### config.mk
export PLATFORM = sky130hd
export DESIGN_NAME = pipeline_skid_stage
export DESIGN_NICKNAME = d
export VERILOG_FILES = /design/src/rtl/pipeline_skid_stage.sv
export SDC_FILE = /design/constraint.sdc
export NUM_CORES = 1
export LEC_CHECK = 0
export ABC_CLOCK_PERIOD_IN_PS = 6100
export CAP_MARGIN = 20
export CORE_AREA = 2 2 120 122
export DETAILED_ROUTE_END_ITERATION = 8
export DIE_AREA = 0 0 122 124
export GPL_TIMING_DRIVEN = 1
export PLACE_DENSITY = 0.68
export SLEW_MARGIN = 20
export SYNTH_ARGS = -nofsm -noshare
export SYNTH_HDL_FRONTEND = slang
export SYNTH_SLANG_ARGS = --single-unit
### constraint.sdc
create_clock -name clk -period 6.1 [get_ports clk]
set_input_delay 1.22 -clock clk [delete_from_list [all_inputs] [get_ports clk]]
set_output_delay 1.22 -clock clk [all_outputs]
set_load 0.02 [all_outputs]
### src/rtl/pipeline_skid_stage.sv
// pipeline_skid_stage: elastic DEPTH-entry in-order pipeline register with
// valid/ready on both sides plus stall, nullify and flush.
// Ports: clk, reset (async, active-high); in_valid/in_ready/in_data/in_ctrl
// upstream beat; out_valid/out_ready/out_data/out_ctrl downstream head;
// stall, nullify, flush controls; count occupancy.
// Build option: PIPELINE_SKID_ZERO_INSTR_EN also zeroes data of nullified
// entries so the slot carries a nop instruction word.
module pipeline_skid_stage #(
   parameter int                DATA_W         = 32,
   parameter int                CTRL_W         = 16,
   parameter int                DEPTH          = 2,
   parameter logic [CTRL_W-1:0] CTRL_NULL_MASK = {CTRL_W{1'b1}}
) (
   input  logic                       clk,
   input  logic                       reset,
   input  logic                       in_valid,
   output logic                       in_ready,
   input  logic [DATA_W-1:0]          in_data,
   input  logic [CTRL_W-1:0]          in_ctrl,
   output logic                       out_valid,
   input  logic                       out_ready,
   output logic [DATA_W-1:0]          out_data,
   output logic [CTRL_W-1:0]          out_ctrl,
   input  logic                       stall,
   input  logic                       nullify,
   input  logic                       flush,
   output logic [$clog2(DEPTH+1)-1:0] count
);

   localparam int CW = $clog2(DEPTH + 1);
   localparam int PW = (DEPTH > 1) ? $clog2(DEPTH) : 1;
   localparam logic [CW-1:0] FULL_C = CW'(DEPTH);
   localparam logic [PW-1:0] LAST_P = PW'(DEPTH - 1);

`ifdef PIPELINE_SKID_ZERO_INSTR_EN
   localparam bit ZERO_DATA = 1'b1;
`else
   localparam bit ZERO_DATA = 1'b0;
`endif

   logic [DATA_W-1:0] data_q [DEPTH];
   logic [CTRL_W-1:0] ctrl_q [DEPTH];
   logic [PW-1:0]     rd_ptr;
   logic [PW-1:0]     wr_ptr;
   logic [DEPTH-1:0]  null_en;
   logic              full;
   logic              push;
   logic              pop;

   // Explicit wrap keeps non-power-of-2 depths in range.
   function automatic logic [PW-1:0] ptr_nxt(input logic [PW-1:0] p);
      return (p == LAST_P) ? '0 : p + 1'b1;
   endfunction

   assign full      = (count == FULL_C);
   assign out_valid = (count != '0) & ~stall;
   assign pop       = out_valid & out_ready;
   assign in_ready  = ~stall & ~flush & (~full | pop);
   assign push      = in_valid & in_ready;
   assign out_data  = data_q[rd_ptr];
   assign out_ctrl  = ctrl_q[rd_ptr];

   // A slot is nullified only if it holds a live entry that is not
   // leaving this cycle; empty slots keep their contents so the idle
   // output value does not change.
   always_comb begin
      null_en = '0;
      for (int i = 0; i < DEPTH; i++) begin : g_res
         int off;
         off = i - int'(rd_ptr);
         if (off < 0) off = off + DEPTH;
         null_en[i] = nullify & (off < int'(count)) &
                      ~(pop & (rd_ptr == PW'(i)));
      end
   end

   always_ff @(posedge clk or posedge reset) begin
      if (reset) begin
         count  <= '0;
         rd_ptr <= '0;
         wr_ptr <= '0;
         for (int i = 0; i < DEPTH; i++) begin
            data_q[i] <= '0;
            ctrl_q[i] <= '0;
         end
      end else if (flush) begin
         count  <= '0;
         rd_ptr <= '0;
         wr_ptr <= '0;
      end else if (!stall) begin
         for (int i = 0; i < DEPTH; i++) begin
            if (null_en[i]) begin
               ctrl_q[i] <= ctrl_q[i] & ~CTRL_NULL_MASK;
               if (ZERO_DATA) data_q[i] <= '0;
            end
         end
         // Written after the nullify loop: when full with pop+push the
         // push lands in the slot just vacated by the head.
         if (push) begin
            data_q[wr_ptr] <= (nullify && ZERO_DATA) ? '0 : in_data;
            ctrl_q[wr_ptr] <= nullify ? (in_ctrl & ~CTRL_NULL_MASK)
                                      : in_ctrl;
            wr_ptr         <= ptr_nxt(wr_ptr);
         end
         if (pop) rd_ptr <= ptr_nxt(rd_ptr);
         unique case ({push, pop})
            2'b10:   count <= count + 1'b1;
            2'b01:   count <= count - 1'b1;
            default: count <= count;
         endcase
      end
   end

endmodule
==> reports/qor.csv <==
stage,metric,value,unit
power_and_ir_drop,Int Pwr,1.49,mW
power_and_ir_drop,Clock Power Share,31.4,%
job,Max Cap Viol,0,
critical_path,reg2reg end,ctrl_q[18],
timing,Max-slew headroom,30.4,%
placement,HPWL after detailed placement,7.27,mm
global_route,total grt overflow,0,
clocking,CTS Hold Buffers Added,0,
critical_path,worst-case reg-to-reg path depth,4,
placement,buffers added on ports,106,
status,outcome,completed,
final_layout,fillers,1268,
hold_path,Hold Crit Depth,1,
timing,Setup Skew,0.00379,ns
logic_synthesis,Synth cell types,34,
timing,Worst Max-Slew Pin Slew,1.04,ns
critical_path,RR Startpoint,rd_ptr,
final_layout,fin nets,541,
global_route,initial antenna violation count,0,
timing,Setup-failing EPs final,0,
detailed_routing,Routed Antenna Nets,0,
global_route,vias in the first global route,3784,
critical_path,kind of critical path,input port to output pin,
critical_path,arrival time of the worst setup path,3.35,ns
logic_synthesis,Synth Cell Area,4870,sq um
hold_path,endpoint with the worst hold slack,data_q[40],
clocking,# H-tree levels,3,
detailed_routing,Residual DRC,0,
logic_synthesis,dominant synthesized flop cell,dfrtp_1,
final_layout,most frequent cells in the layout,"mux2_2, clkdlybuf4s50_1, dfrtp_1",
clocking,Post-CTS Resized,0,
logic_synthesis,Syn. warnings,0,
global_route,largest net degree at the start of global routing,76,
timing,Final Critical Period,4.57,ns
logic_synthesis,Synth Instances,399,
logic_synthesis,register area share after synthesis,51.4,%
critical_path,Register-to-Register Setup Slack,3.62,ns
critical_path,crit start category,input port,
hold_path,Hold Crit Start,data_q[40],
critical_path,CP Data Required Time,4.88,ns
detailed_routing,via count,3571,
timing,RSZ-0062 raised after global routing,false,
clocking,CTS buffer count,9,
power_and_ir_drop,P_leak,2.57,nW
global_route,Tot GR Track Use,16.5,%
floorplanning,row cnt,43,
placement,Place WS,1.57,ns
final_layout,P&R area growth vs syn,30.8,%
critical_path,crit-path max FO,34,
clocking,CTS tree,yes,
hold_path,worst min path class,flip-flop to flip-flop,
floorplanning,Die W,122,microns
critical_path,Worst Path Buf+Inv,2,
floorplanning,initial core utilization,35.5,%
critical_path,Top Family by Delay on Critical Path,buffers and inverters,
final_layout,ant diodes,0,
timing,Pins Over Slew Limit,0,
clocking,Clock Sinks,100,
logic_synthesis,Synthesized Nets,454,
timing,final worst-path cycle share,74.8,%
final_layout,"most common cell after layout, fill and taps aside",mux2_2,
final_layout,Multi-input gate area,2180,sq um
power_and_ir_drop,NetSw,0.542,mW
detailed_routing,initial drt markers,227,
final_layout,final cell count without fillers,671,
clocking,Clock transition at path regs,0.06,ns
clocking,Max clock buf depth,2,
logic_synthesis,"flops & latches, synth",100,
clocking,postcts setup bufs,0,
detailed_routing,routed wire length,11.7,mm
power_and_ir_drop,Peak VDD IR,143,uV
timing,final worst slack,1.53,ns
floorplanning,IO Pins,107,
timing,Fin Setup TNS,0,ns
logic_synthesis,Post-synth EDFFs,0,
detailed_routing,TritonRoute pass-1 iters,4,
timing,Achievable Freq,219,MHz
detailed_routing,Routed WL per cell,17.5,microns
critical_path,slowest CP cell,or2_2,
final_layout,register area,2500,sq um
logic_synthesis,Avg Inst Size Synth,12.2,sq um
detailed_routing,Vias/cell,5.32,
critical_path,CP Capture Type,output pin,
power_and_ir_drop,Flop pwr share,41.5,%
critical_path,"slowest stage delay, CP",0.65,ns
power_and_ir_drop,Logic pwr share,27.1,%
timing,Final Hold Viols,0,
floorplanning,Die ar.,15100,sq um
power_and_ir_drop,sw frac,26.7,%
final_layout,share of post-route cells with drive strength above 1,28.9,%
floorplanning,CORE AREA,13700,sq um
floorplanning,Die H,124,microns
clocking,clk_lat worst skew,0.35,ns
placement,Placed Cells,655,
logic_synthesis,asr flop ratio synth,100,%
global_route,first-pass GRT wire length,19.1,mm
placement,routability cong.,0.776,
power_and_ir_drop,PD cells,319,nW/um^2
timing,WHS,0.501,ns
clocking,Root Driver,clkbuf_16,
critical_path,crit-path most repeated cell,clkdlybuf4s50_1,
critical_path,crit path cell chain,clkdlybuf4s50_1 > or2_2 > nor2_1 > clkdlybuf4s50_1,
-- worst max-delay path by stage --
stage,endpoint,slack [ns],start,cells after the start
2_1_floorplan,count[0],2.26,reset,1
3_3_place_gp,in_ready,1.64,stall,4
3_5_place_dp,in_ready,1.57,stall,4
4_1_cts,in_ready,1.55,stall,4
5_1_grt,in_ready,1.44,stall,4
6_report,in_ready,1.53,stall,4
-- power groups by stage --
stage | sequential, mW | clock (mW) | combinational, mW
floorplan | 0.837 | 0 | 0.338
global placement | 0.846 | 0 | 0.543
detailed placement | 0.857 | 0 | 0.554
CTS | 0.844 | 0.654 | 0.559
global route | 0.860 | 0.682 | 0.591
finish | 0.844 | 0.639 | 0.551
-- metal layers --
layer / vias to the layer above / GRT usage, % / part of all wire, %
met5: - / 0 / 0
met4: 0 / 8.33 / 2.1
met3: 21 / 4.30 / 6.5
met2: 115 / 26.9 / 49
met1: 1809 / 20.2 / 42
li1: 1626 / - / -
-- cell usage after synthesis (2+ instances only) --
master    count  share of area [%]
a21oi_1       4               0.41
inv_1         6               0.46
a32oi_1      16                2.9
buf_4         4               0.62
nor2b_1      17                2.2
nor2_1       18                1.4
buf_2         7               0.72
or3_1         2               0.26
buf_6         3               0.69
mux2_4        3               0.92
nor3b_1       2               0.31
dfrtp_1     100                 51
o22ai_1      16                2.1
nand2b_1      3               0.39
clkbuf_1     21                1.6
o21ai_0      51                5.2
mux2_2      109                 25
-- cell type report --
| type | instances | share of cell area [%] |
|---|---|---|
| Timing Repair Buffer | 112 | 17.4 |
| Sequential cell | 100 | 39.3 |
| Clock inverter | 3 | 1.06 |
| Multi-Input combinational cell | 257 | 34.2 |
| Clock buffer | 13 | 4.24 |
| Tap cell | 180 | 3.53 |
| Inverter | 6 | 0.393 |
-- sequential cells by signal, summed over array words and instances (netlist names) --
signal,flops
wr_ptr,1
count,2
ctrl_q,32
data_q,64
rd_ptr,1
-- metrics by stage --
step / cell area (sq um) / util (%) / total power, mW
after floorplan: 4870 / - / 1.18
after global placement: 6040 / 44.0 / 1.39
after detailed placement: 6040 / 44.0 / 1.41
after CTS: 6370 / 46.5 / 2.06
after global routing: 6370 / 46.5 / 2.13
final: 6370 / 46.5 / 2.03
-- cells by family after synthesis --
kind of cell,after synthesis,share of synthesized area (%)
flops,100,51.4
compound gates,95,12.4
buf+inv,42,4.19
mux,112,26.1
simple gates,50,5.98
Power figures use the tool's default switching activity.
==> edit, RTL diff (config.mk and constraints unchanged) <==
Register the output `count` once more, without a reset; this adds one clock of latency there. The other outputs are not delayed to match.
--- a/src/rtl/pipeline_skid_stage.sv
+++ b/src/rtl/pipeline_skid_stage.sv
@@ -34,2 +34,4 @@
 
+   logic [$clog2(DEPTH+1)-1:0] count_s0;
+
 `ifdef PIPELINE_SKID_ZERO_INSTR_EN
@@ -54,4 +56,4 @@
 
-   assign full      = (count == FULL_C);
-   assign out_valid = (count != '0) & ~stall;
+   assign full      = (count_s0 == FULL_C);
+   assign out_valid = (count_s0 != '0) & ~stall;
    assign pop       = out_valid & out_ready;
@@ -71,3 +73,3 @@
          if (off < 0) off = off + DEPTH;
-         null_en[i] = nullify & (off < int'(count)) &
+         null_en[i] = nullify & (off < int'(count_s0)) &
                       ~(pop & (rd_ptr == PW'(i)));
@@ -78,3 +80,3 @@
       if (reset) begin
-         count  <= '0;
+         count_s0 <= '0;
          rd_ptr <= '0;
@@ -86,3 +88,3 @@
       end else if (flush) begin
-         count  <= '0;
+         count_s0 <= '0;
          rd_ptr <= '0;
@@ -106,5 +108,5 @@
          unique case ({push, pop})
-            2'b10:   count <= count + 1'b1;
-            2'b01:   count <= count - 1'b1;
-            default: count <= count;
+            2'b10:   count_s0 <= count_s0 + 1'b1;
+            2'b01:   count_s0 <= count_s0 - 1'b1;
+            default: count_s0 <= count_s0;
          endcase
@@ -113,2 +115,6 @@
 
+   always_ff @(posedge clk) begin
+      count <= count_s0;
+   end
+
 endmodule
Check against the original RTL: not equivalent (Yosys sat finds a counterexample within 4 cycles, from zero or initial values and one cycle with reset high).
==> edit against the original RTL <==
Critical path depth stayed put. Sequential cell count is 2 higher. Non-clock buffer count is 1 lower. Sequential power is 2% higher. Setup slack worse by 12 ps. Routed wire length is 3.8% higher. Total power is 1.2% lower. Register-to-register slack hardly changed. Cell area is 0.31% higher. Global-route usage is 0.20 points higher. Synthesized area is 0.95% higher.
==> edit: results (changes against the original RTL) <==
* Area delta synth->final at 30.0%
* Routability Congestion at 0.772 (-0.44%)
* Main area contributors after synthesis: dfrtp_1 51%, mux2_2 25%, o21ai_0 5.2%
* Placement Cell Area at 6080 um2 (+0.64%)
* Met2 Track Usage GR at 27.4% (+0.56 points)
* Dominant cell by count in the synthesized netlist: mux2_2
* Via count at 3553 (-0.50%)
* Static leakage at 2.56 nW (-0.23%)
* Slew headroom at 31.7% (+1.3 points)
* Worst Path Arrival at 3360 ps (about the same)
* Met3 Resource Use GR at 5.54% (+1.2 points)
* Result of the run: completed
* Syn. warnings at 0 (unchanged)
* Layout cell share with drive strength beyond 1 at 29.1% (+0.14 points)
* Layout Skew at 9.95 ps (+6.16 ps)
* Crit-path max FO at 34 (unchanged)
* Global-route wire length before repair at 19500 um (+1.9%)
* Dpl cells at 656 (+0.15%)
* Pin count of the biggest net entering global routing at 63 (-17%)
* DRT met1 WL at 5110 um (+2.5%)
* Post-synthesis compound-gate area fraction at 12.2% (-0.12 points)
* Synth async-reset ratio at 98.0% (-2.0 points)
* M1 GR Usage at 20.4% (+0.17 points)
* Max incr delay on CP at 650 ps (about the same)
* Nets at 542 (+0.18%)
* Post-synthesis xor/xnor area fraction at 0% (unchanged)
* Fillers at 1276 (+0.63%)
* Total power at 2.01 mW (-1.2%)
* Largest regs: data_q x64, ctrl_q x32
* WL met2 at 6050 um (+5.2%)
* Mapped Cells at 401 (+0.50%)
* Sequential-to-total area share from yosys stat at 51.7% (+0.33 points)
* DRT iter0 DRCs at 194 (-15%)
* Synth Net Count at 456 (+0.44%)
* Synth cell types at 34 (unchanged)
* Pre-CTS setup slack at 1570 ps (+3.07 ps)
* Met3 routed WL at 754 um (-1.2%)
* Post-CTS sizing at 0 (unchanged)
* P_clk at 596 uW (-6.7%)
* Total Wirelength at 12200 um (+3.8%)
* Sw frac at 28.6% (+1.9 points)
* Combinational power at 555 uW (+0.7%)
* GRT Util Overall at 16.7% (+0.20 points)
* Commonest cells post-synth: 109 x mux2_2, 100 x dfrtp_1, 51 x o21ai_0, 22 x clkbuf_1, 18 x nor2_1
* Mux cell area share after synthesis at 25.9% (-0.25 points)
* Final Non-Filler Cells at 672 (+0.15%)
* Peak VDD IR at 0.185 mV (+30%)
* Vias in the first global route at 3827 (+1.1%)
* DP HPWL at 7620 um (+4.8%)
edit: changes by cell type in the layout (fill, tap and decap cells not counted), sizes merged:
cell      delta
dfxtp        +2
clkinvlp     +1
bufinv       -1
clkbuf       -4
clkinv       +2
buf          -1
inv          +2
edit: worst paths after layout:
check	from	endpoint	slack [ps]
setup reg to reg	rd_ptr$_DFFE_PP0P_	ctrl_q[16]$_DFFE_PP0P_	3630
hold reg to reg	data_q[52]$_DFFE_PP0P_	data_q[52]$_DFFE_PP0P_	500
min in group asynchronous	reset	data_q[55]$_DFFE_PP0P_	1360
setup / recovery	stall	in_ready	1520
max in group asynchronous	reset	ctrl_q[8]$_DFFE_PP0P_	3730
hold / removal	data_q[52]$_DFFE_PP0P_	data_q[52]$_DFFE_PP0P_	500
edit: cell type report:
type / instances / area share [%]
Sequential cell: 102 / 39.8
Multi-Input combinational cell: 257 / 34.3
Timing Repair Buffer: 111 / 17.2
Clock buffer: 9 / 3.52
Tap cell: 180 / 3.52
Clock inverter: 7 / 1.29
Inverter: 6 / 0.391
